$ cat config.mk
export PLATFORM = sky130hd
export DESIGN_NAME = stopwatch_up
export DESIGN_NICKNAME = d
export VERILOG_FILES = /design/src/rtl/stopwatch_up_pkg.sv /design/src/rtl/stopwatch_up_bcd_digit.sv /design/src/rtl/stopwatch_up.sv
export SDC_FILE = /design/constraint.sdc
export NUM_CORES = 1
export LEC_CHECK = 0
export CELL_PAD_IN_SITES_DETAIL_PLACEMENT = 1
export CELL_PAD_IN_SITES_GLOBAL_PLACEMENT = 1
export CORE_AREA = 2 2 60 119
export DETAILED_ROUTE_END_ITERATION = 16
export DIE_AREA = 0 0 62 121
export HOLD_SLACK_MARGIN = 0.05
export PLACE_DENSITY = 0.73
export SLEW_MARGIN = 15
export SYNTH_ARGS = -nofsm -noshare
export SYNTH_HDL_FRONTEND = slang
export SYNTH_SLANG_ARGS = --single-unit
$ cat constraint.sdc
create_clock -name CLOCK_50 -period 4.6 [get_ports CLOCK_50]
set_clock_uncertainty 0.05 [all_clocks]
set_input_delay 0.92 -clock CLOCK_50 [delete_from_list [all_inputs] [get_ports CLOCK_50]]
set_output_delay 0.92 -clock CLOCK_50 [all_outputs]
set_load 0.05 [all_outputs]
$ cat src/rtl/stopwatch_up_pkg.sv
// -----------------------------------------------------------------------------
// stopwatch_pkg
// Shared definitions for the count-up stopwatch:
//   - sw_state_e : controller state encoding (IDLE=0, RUN=1, PAUSED=2, SAT=3)
//   - BCD_MAX    : largest legal BCD digit value
//   - seg7_encode: active-low DE2 seven-segment table (used only when the
//                  STOPWATCH_HEX_EN build option is enabled)
// -----------------------------------------------------------------------------
package stopwatch_pkg;

    typedef enum logic [1:0] {
        ST_IDLE   = 2'd0,
        ST_RUN    = 2'd1,
        ST_PAUSED = 2'd2,
        ST_SAT    = 2'd3
    } sw_state_e;

    localparam logic [3:0] BCD_MAX   = 4'd9;
    localparam logic [6:0] SEG_BLANK = 7'b1111111;

    // Segment order is {g,f,e,d,c,b,a}; a 0 lights the segment.
    // Non-BCD codes blank the display instead of showing garbage.
    function automatic logic [6:0] seg7_encode(input logic [3:0] digit);
        logic [6:0] seg;
        case (digit)
            4'd0:    seg = 7'b1000000;
            4'd1:    seg = 7'b1111001;
            4'd2:    seg = 7'b0100100;
            4'd3:    seg = 7'b0110000;
            4'd4:    seg = 7'b0011001;
            4'd5:    seg = 7'b0010010;
            4'd6:    seg = 7'b0000010;
            4'd7:    seg = 7'b1111000;
            4'd8:    seg = 7'b0000000;
            4'd9:    seg = 7'b0011000;
            default: seg = SEG_BLANK;
        endcase
        return seg;
    endfunction

endpackage

$ cat src/rtl/stopwatch_up_bcd_digit.sv
// -----------------------------------------------------------------------------
// bcd_digit
// One decimal counter stage of the stopwatch. Stages are chained through
// carry: the carry of one stage is the inc of the next.
// Ports:
//   CLOCK_50 : clock (posedge)
//   reset    : synchronous active-high reset, clears the digit
//   clr      : synchronous clear, clears the digit
//   inc      : advance the digit by one this cycle
//   sat_hold : suppress the increment (whole counter sits at its maximum)
//   q        : registered BCD digit, never above 9
//   carry    : combinational, high when inc arrives while the digit is at 9
// -----------------------------------------------------------------------------
module bcd_digit
    import stopwatch_pkg::*;
(
    input  logic       CLOCK_50,
    input  logic       reset,
    input  logic       clr,
    input  logic       inc,
    input  logic       sat_hold,
    output logic [3:0] q,
    output logic       carry
);

    logic [3:0] q_q;
    logic [3:0] q_d;

    // Next digit value: clear, hold, or increment with 9 -> 0 rollover.
    always_comb begin
        q_d = q_q;
        if (clr) begin
            q_d = 4'd0;
        end else if (inc && !sat_hold) begin
            // >= also folds any illegal code back to 0
            if (q_q >= BCD_MAX) begin
                q_d = 4'd0;
            end else begin
                q_d = q_q + 4'd1;
            end
        end else begin
            q_d = q_q;
        end
    end

    // Digit register.
    always_ff @(posedge CLOCK_50) begin
        if (reset) begin
            q_q <= 4'd0;
        end else begin
            q_q <= q_d;
        end
    end

    assign q     = q_q;
    assign carry = inc & (q_q >= BCD_MAX);

endmodule

$ cat src/rtl/stopwatch_up.sv
// -----------------------------------------------------------------------------
// stopwatch_up
// Count-up response-time stopwatch, 00.0 .. 99.9 s in BCD. A push-button
// (active-low, asynchronous) toggles RUN/PAUSED; reaching 99.9 saturates.
// Build option: STOPWATCH_HEX_EN adds active-low seven-segment outputs.
// Parameters:
//   DIV         : CLOCK_50 cycles per 0.1 s tick (>= 2)
//   SYNC_STAGES : button synchroniser depth (>= 2)
// Ports:
//   CLOCK_50   : clock (posedge)
//   reset      : synchronous active-high reset
//   key_n      : raw start/stop button, active-low, asynchronous
//   clr        : synchronous clear back to IDLE / 00.0
//   tenths     : BCD tenths digit
//   sec_ones   : BCD seconds-ones digit
//   sec_tens   : BCD seconds-tens digit
//   running    : high while in RUN
//   ovf        : high while in SAT
//   stop_pulse : one-cycle pulse after a RUN -> PAUSED transition
//   hex0..hex2 : (STOPWATCH_HEX_EN only) segments for tenths/ones/tens
// -----------------------------------------------------------------------------
module stopwatch_up
    import stopwatch_pkg::*;
#(
    parameter int DIV         = 5000000,
    parameter int SYNC_STAGES = 2
) (
    input  logic       CLOCK_50,
    input  logic       reset,
    input  logic       key_n,
    input  logic       clr,
    output logic [3:0] tenths,
    output logic [3:0] sec_ones,
    output logic [3:0] sec_tens,
    output logic       running,
    output logic       ovf,
    output logic       stop_pulse
`ifdef STOPWATCH_HEX_EN
    ,
    output logic [6:0] hex0,
    output logic [6:0] hex1,
    output logic [6:0] hex2
`endif
);

    localparam int             PW         = $clog2(DIV);
    localparam logic [PW-1:0]  PRESC_LAST = PW'(DIV - 1);
    localparam logic [PW-1:0]  PRESC_ZERO = PW'(0);
    localparam logic [PW-1:0]  PRESC_ONE  = PW'(1);

    // Button path
    logic [SYNC_STAGES-1:0] sync_q;
    logic                   ks_prev_q;
    logic                   ks_s;
    logic                   press_s;

    // Controller
    sw_state_e       state_q;
    sw_state_e       state_d;
    logic [PW-1:0]   presc_q;
    logic [PW-1:0]   presc_d;
    logic            tick_s;
    logic            running_q;
    logic            ovf_q;
    logic            stop_pulse_q;

    // Digit chain
    logic [3:0]      tenths_s;
    logic [3:0]      ones_s;
    logic [3:0]      tens_s;
    logic            tenths_carry_s;
    logic            ones_carry_s;
    logic            sat_evt_s;
    logic            all_nine_s;
    logic            digit_clr_s;

    // Button synchroniser and previous-sample flop; released level is 1.
    always_ff @(posedge CLOCK_50) begin
        if (reset) begin
            sync_q    <= {SYNC_STAGES{1'b1}};
            ks_prev_q <= 1'b1;
        end else begin
            sync_q    <= {sync_q[SYNC_STAGES-2:0], key_n};
            ks_prev_q <= sync_q[SYNC_STAGES-1];
        end
    end

    assign ks_s    = sync_q[SYNC_STAGES-1];
    assign press_s = ks_prev_q & ~ks_s;

    assign tick_s     = (state_q == ST_RUN) && (presc_q == PRESC_LAST);
    assign all_nine_s = (tenths_s == BCD_MAX) && (ones_s == BCD_MAX) &&
                        (tens_s == BCD_MAX);

    // Next state and prescaler. clr overrides any press or tick. A tick at
    // 99.9 wins over a simultaneous press so the counter cannot pause at a
    // value it is about to saturate on.
    always_comb begin
        state_d = state_q;
        presc_d = presc_q;
        if (clr) begin
            state_d = ST_IDLE;
            presc_d = PRESC_ZERO;
        end else begin
            case (state_q)
                ST_IDLE: begin
                    presc_d = PRESC_ZERO;
                    if (press_s) begin
                        state_d = ST_RUN;
                    end else begin
                        state_d = ST_IDLE;
                    end
                end
                ST_RUN: begin
                    if (tick_s) begin
                        presc_d = PRESC_ZERO;
                    end else begin
                        presc_d = presc_q + PRESC_ONE;
                    end
                    if (sat_evt_s) begin
                        state_d = ST_SAT;
                    end else if (press_s) begin
                        state_d = ST_PAUSED;
                    end else begin
                        state_d = ST_RUN;
                    end
                end
                ST_PAUSED: begin
                    if (press_s) begin
                        state_d = ST_RUN;
                    end else begin
                        state_d = ST_PAUSED;
                    end
                end
                ST_SAT: begin
                    state_d = ST_SAT;
                end
                default: begin
                    state_d = ST_IDLE;
                    presc_d = PRESC_ZERO;
                end
            endcase
        end
    end

    // State, prescaler and status flags. Flags are computed from the next
    // state so they change on the same edge as the state itself.
    always_ff @(posedge CLOCK_50) begin
        if (reset) begin
            state_q      <= ST_IDLE;
            presc_q      <= PRESC_ZERO;
            running_q    <= 1'b0;
            ovf_q        <= 1'b0;
            stop_pulse_q <= 1'b0;
        end else begin
            state_q      <= state_d;
            presc_q      <= presc_d;
            running_q    <= (state_d == ST_RUN);
            ovf_q        <= (state_d == ST_SAT);
            stop_pulse_q <= (state_q == ST_RUN) && (state_d == ST_PAUSED);
        end
    end

    // Digits are held at zero throughout IDLE, so entering RUN starts at 00.0.
    assign digit_clr_s = clr | (state_q == ST_IDLE);

    bcd_digit u_tenths (
        .CLOCK_50 (CLOCK_50),
        .reset    (reset),
        .clr      (digit_clr_s),
        .inc      (tick_s),
        .sat_hold (all_nine_s),
        .q        (tenths_s),
        .carry    (tenths_carry_s)
    );

    bcd_digit u_ones (
        .CLOCK_50 (CLOCK_50),
        .reset    (reset),
        .clr      (digit_clr_s),
        .inc      (tenths_carry_s),
        .sat_hold (all_nine_s),
        .q        (ones_s),
        .carry    (ones_carry_s)
    );

    // The carry out of the tens digit is exactly "tick while at 99.9",
    // i.e. the saturation event.
    bcd_digit u_tens (
        .CLOCK_50 (CLOCK_50),
        .reset    (reset),
        .clr      (digit_clr_s),
        .inc      (ones_carry_s),
        .sat_hold (all_nine_s),
        .q        (tens_s),
        .carry    (sat_evt_s)
    );

    assign tenths     = tenths_s;
    assign sec_ones   = ones_s;
    assign sec_tens   = tens_s;
    assign running    = running_q;
    assign ovf        = ovf_q;
    assign stop_pulse = stop_pulse_q;

`ifdef STOPWATCH_HEX_EN
    assign hex0 = seg7_encode(tenths_s);
    assign hex1 = seg7_encode(ones_s);
    assign hex2 = seg7_encode(tens_s);
`endif

endmodule
==> results.json <==
{
  "drive_gt1_frac": 0.0934,
  "fill_cells": 787,
  "cts-hold-fix-buffers": 0,
  "die_y_microns": 121,
  "grt_pass1_wl_microns": 10800,
  "cp.arrival_ns": 2.92,
  "finalWirelength_microns": 6490,
  "drv_cap": 0,
  "leakage_uw": 0.000958,
  "clock_latency_ns": 0.29,
  "worst_slew_pin_slew_ns": 0.890,
  "route.vias.total": 2138,
  "ys_seq_elements": 43,
  "drc": 0,
  "worstHoldPathType": "reg2reg",
  "fp.dieArea_sq_um": 7500,
  "setup_tns_ns": 0,
  "drt-initial-drc-count": 34,
  "nNetsFinal": 304,
  "root_buffer": "clkbuf_16",
  "status": "complete, no violations",
  "slowest_delay_ns": 0.56,
  "r2r.worst_path.cells": 6,
  "min_to": "sync_q[1]$_SDFF_PP1_",
  "row_count": 42,
  "seqCellArea_sq_um": 861,
  "grt_pass1_vias": 2268,
  "post-route-util": 0.415,
  "postCtsSetupRepairBufs": 0,
  "path_buf_inv": 3,
  "cpMaxStageDelayCell": "a21oi_2",
  "cts.clk_slew.worst_paths_ns": 0.06,
  "synth_flop_cell": "dfxtp_1",
  "multiInputGateArea_sq_um": 1380,
  "cts_tree": "done",
  "async_flop_share": 0,
  "hold_viol": 0,
  "cts_made_buffers": 5,
  "grt_usage": 0.194,
  "vias_per_cell": 5.67,
  "rrSetupSlack_ns": 2.00,
  "setup_viol": 0,
  "rsz0062_at_grt": "false",
  "cp.depth": 8,
  "die_w_microns": 62,
  "crit_chain": "clkdlybuf4s50_1 > nor2_1 > buf_4 > nand2_1 > a21oi_2 > buf_4 > nand4_1 > o21ai_0",
  "post_cts_resized": 0,
  "period_share": 0.598,
  "synth_edf_count": 0,
  "relSlewSlack": 0.402,
  "synthCells": 270,
  "path_delay_family": "buffers and inverters",
  "cp_common_cell": "buf_4",
  "powerDensity_nw_per_um2": 266,
  "critPathKind": "in2reg",
  "cts.path.max_buffers": 2,
  "ys_warn_count": 0,
  "core_sq_um": 6570,
  "final_cell_mix": "dfxtp_1 (43), nand2_1 (29), a31oi_1 (19)",
  "wl_per_cell_microns": 17.2,
  "final_max_slew_viol_count": 0,
  "insertedDiodeCount": 0,
  "holdPathStages": 1,
  "hold_start": "sync_q[0]$_SDFF_PP1_",
  "antenna_found_initial": 0,
  "dr.pass1.iters": 4,
  "gp_congestion": 0.834,
  "hpwl_microns": 5030,
  "portBuffers": 18,
  "cts.sinks": 43,
  "io_pins": 19,
  "area_growth_pct": 17.2,
  "period_minus_slack_ns": 2.75,
  "avgSynthCellArea_sq_um": 8.62,
  "end_kind": "flop",
  "grt_overflow": 0,
  "ant_nets": 0,
  "synthDistinctLibCells": 54,
  "critPathLaunchType": "input pin",
  "required_ns": 4.77,
  "clock.fmax_mhz": 364,
  "initial_core_util": 0.354,
  "synth_fp_nets": 284,
  "htreeDepth": 2,
  "syn_area_sq_um": 2330,
  "yosysSeqAreaShare": 0.370,
  "final_common_cell": "dfxtp_1",
  "timing.rr.end": "u_tens.q[3]$_SDFFE_PP0P_",
  "reg2reg_from": "presc_q[0]$_SDFFE_PP0P_",
  "grt_max_degree": 19,
  "path_max_fanout": 17,
  "vdd_drop_max_mv": 0.180
}
-- how the worst max path moves through the flow --
stage,from,to
floorplan,clr,u_tenths.q[0]$_SDFFE_PP0P_
CTS,reset,presc_q[12]$_SDFFE_PP0P_
global placement,reset,presc_q[12]$_SDFFE_PP0P_
global route,reset,presc_q[16]$_SDFFE_PP0P_
detailed placement,reset,presc_q[12]$_SDFFE_PP0P_
finish,reset,presc_q[12]$_SDFFE_PP0P_
-- stage by stage --
stage / hold slack, ns / area, sq um / worst slack [ns] / cells / power [uW]
4_1_cts: 0.384 / 2730 / 1.81 / 377 / 734
5_1_grt: 0.409 / 2730 / 1.55 / 377 / 746
3_3_place_gp: 0.347 / 2600 / 1.58 / 371 / 396
2_1_floorplan: 0.339 / 2330 / 2.28 / 270 / 390
6_report: 0.376 / 2730 / 1.85 / 377 / 726
3_5_place_dp: 0.377 / 2600 / 1.51 / 371 / 396
-- routing by layer --
| metal | share of wire | vias to the layer above | track usage |
|---|---|---|---|
| met2 | 0.61 | 25 | 0.378 |
| met3 | 0.021 | 12 | 0.0373 |
| met5 | 0 | - | 0 |
| li1 | - | 1045 | - |
| met1 | 0.34 | 1056 | 0.174 |
| met4 | 0.024 | 0 | 0.0851 |
-- logic make-up (layout without fill, tap and decap cells) --
| logic type | count (synthesis) | count (layout) | share of synthesized area |
|---|---|---|---|
| AOI/OAI and AO/OA | 68 | 68 | 0.196 |
| adders and majority gates | 10 | 10 | 0.0537 |
| buffers and inverters | 21 | 40 | 0.0403 |
| DFF | 43 | 43 | 0.370 |
| and+or+nand+nor | 118 | 118 | 0.300 |
| xor gates and xnor gates | 4 | 4 | 0.0150 |
| muxes | 6 | 6 | 0.0258 |
-- synthesized netlist by cell type, drive strengths merged (3+ instances only) --
library cell  number  area share
mux2i              6       0.026
inv               13       0.021
nand4             11       0.032
a31o               3       0.011
nand4b             3       0.011
a31oi             19       0.051
or2                5       0.013
nand2             30       0.049
and3              10       0.027
a22o               4       0.015
nand2b             5       0.013
a21oi             13       0.028
o21ai             11       0.024
o31a               3       0.011
ha                10       0.054
buf                5       0.015
xnor2              4       0.015
nor4               4       0.013
dfxtp             43        0.37
nor3               8       0.022
o31ai              3      0.0097
nor2              17       0.028
clkbuf             3      0.0048
nand3             13       0.043
-- sequential cells by signal, summed over array words and instances, names as in the netlist --
signal,count
ovf,1
state_q,2
u_tens.q,4
u_tenths.q,4
sync_q,2
stop_pulse,1
running,1
presc_q,23
ks_prev_q,1
u_ones.q,4
-- area by class of cell --
type                    count  area share
multi-input cells         206       0.505
flip-flops and latches     43       0.315
repair buffers             21      0.0743
clock buffers               6      0.0472
well taps                  88      0.0403
inverters                  13      0.0179
-- power by group --
part	total, uW	switching, uW	internal, uW	leakage [uW]
registers	375	1.00	374	0.000347
logic	13.0	7.14	5.87	0.000548
clock network	338	143	195	0.0000628
total	726	151	575	0.000958
Note: power is estimated with default switching activity, not from simulation.
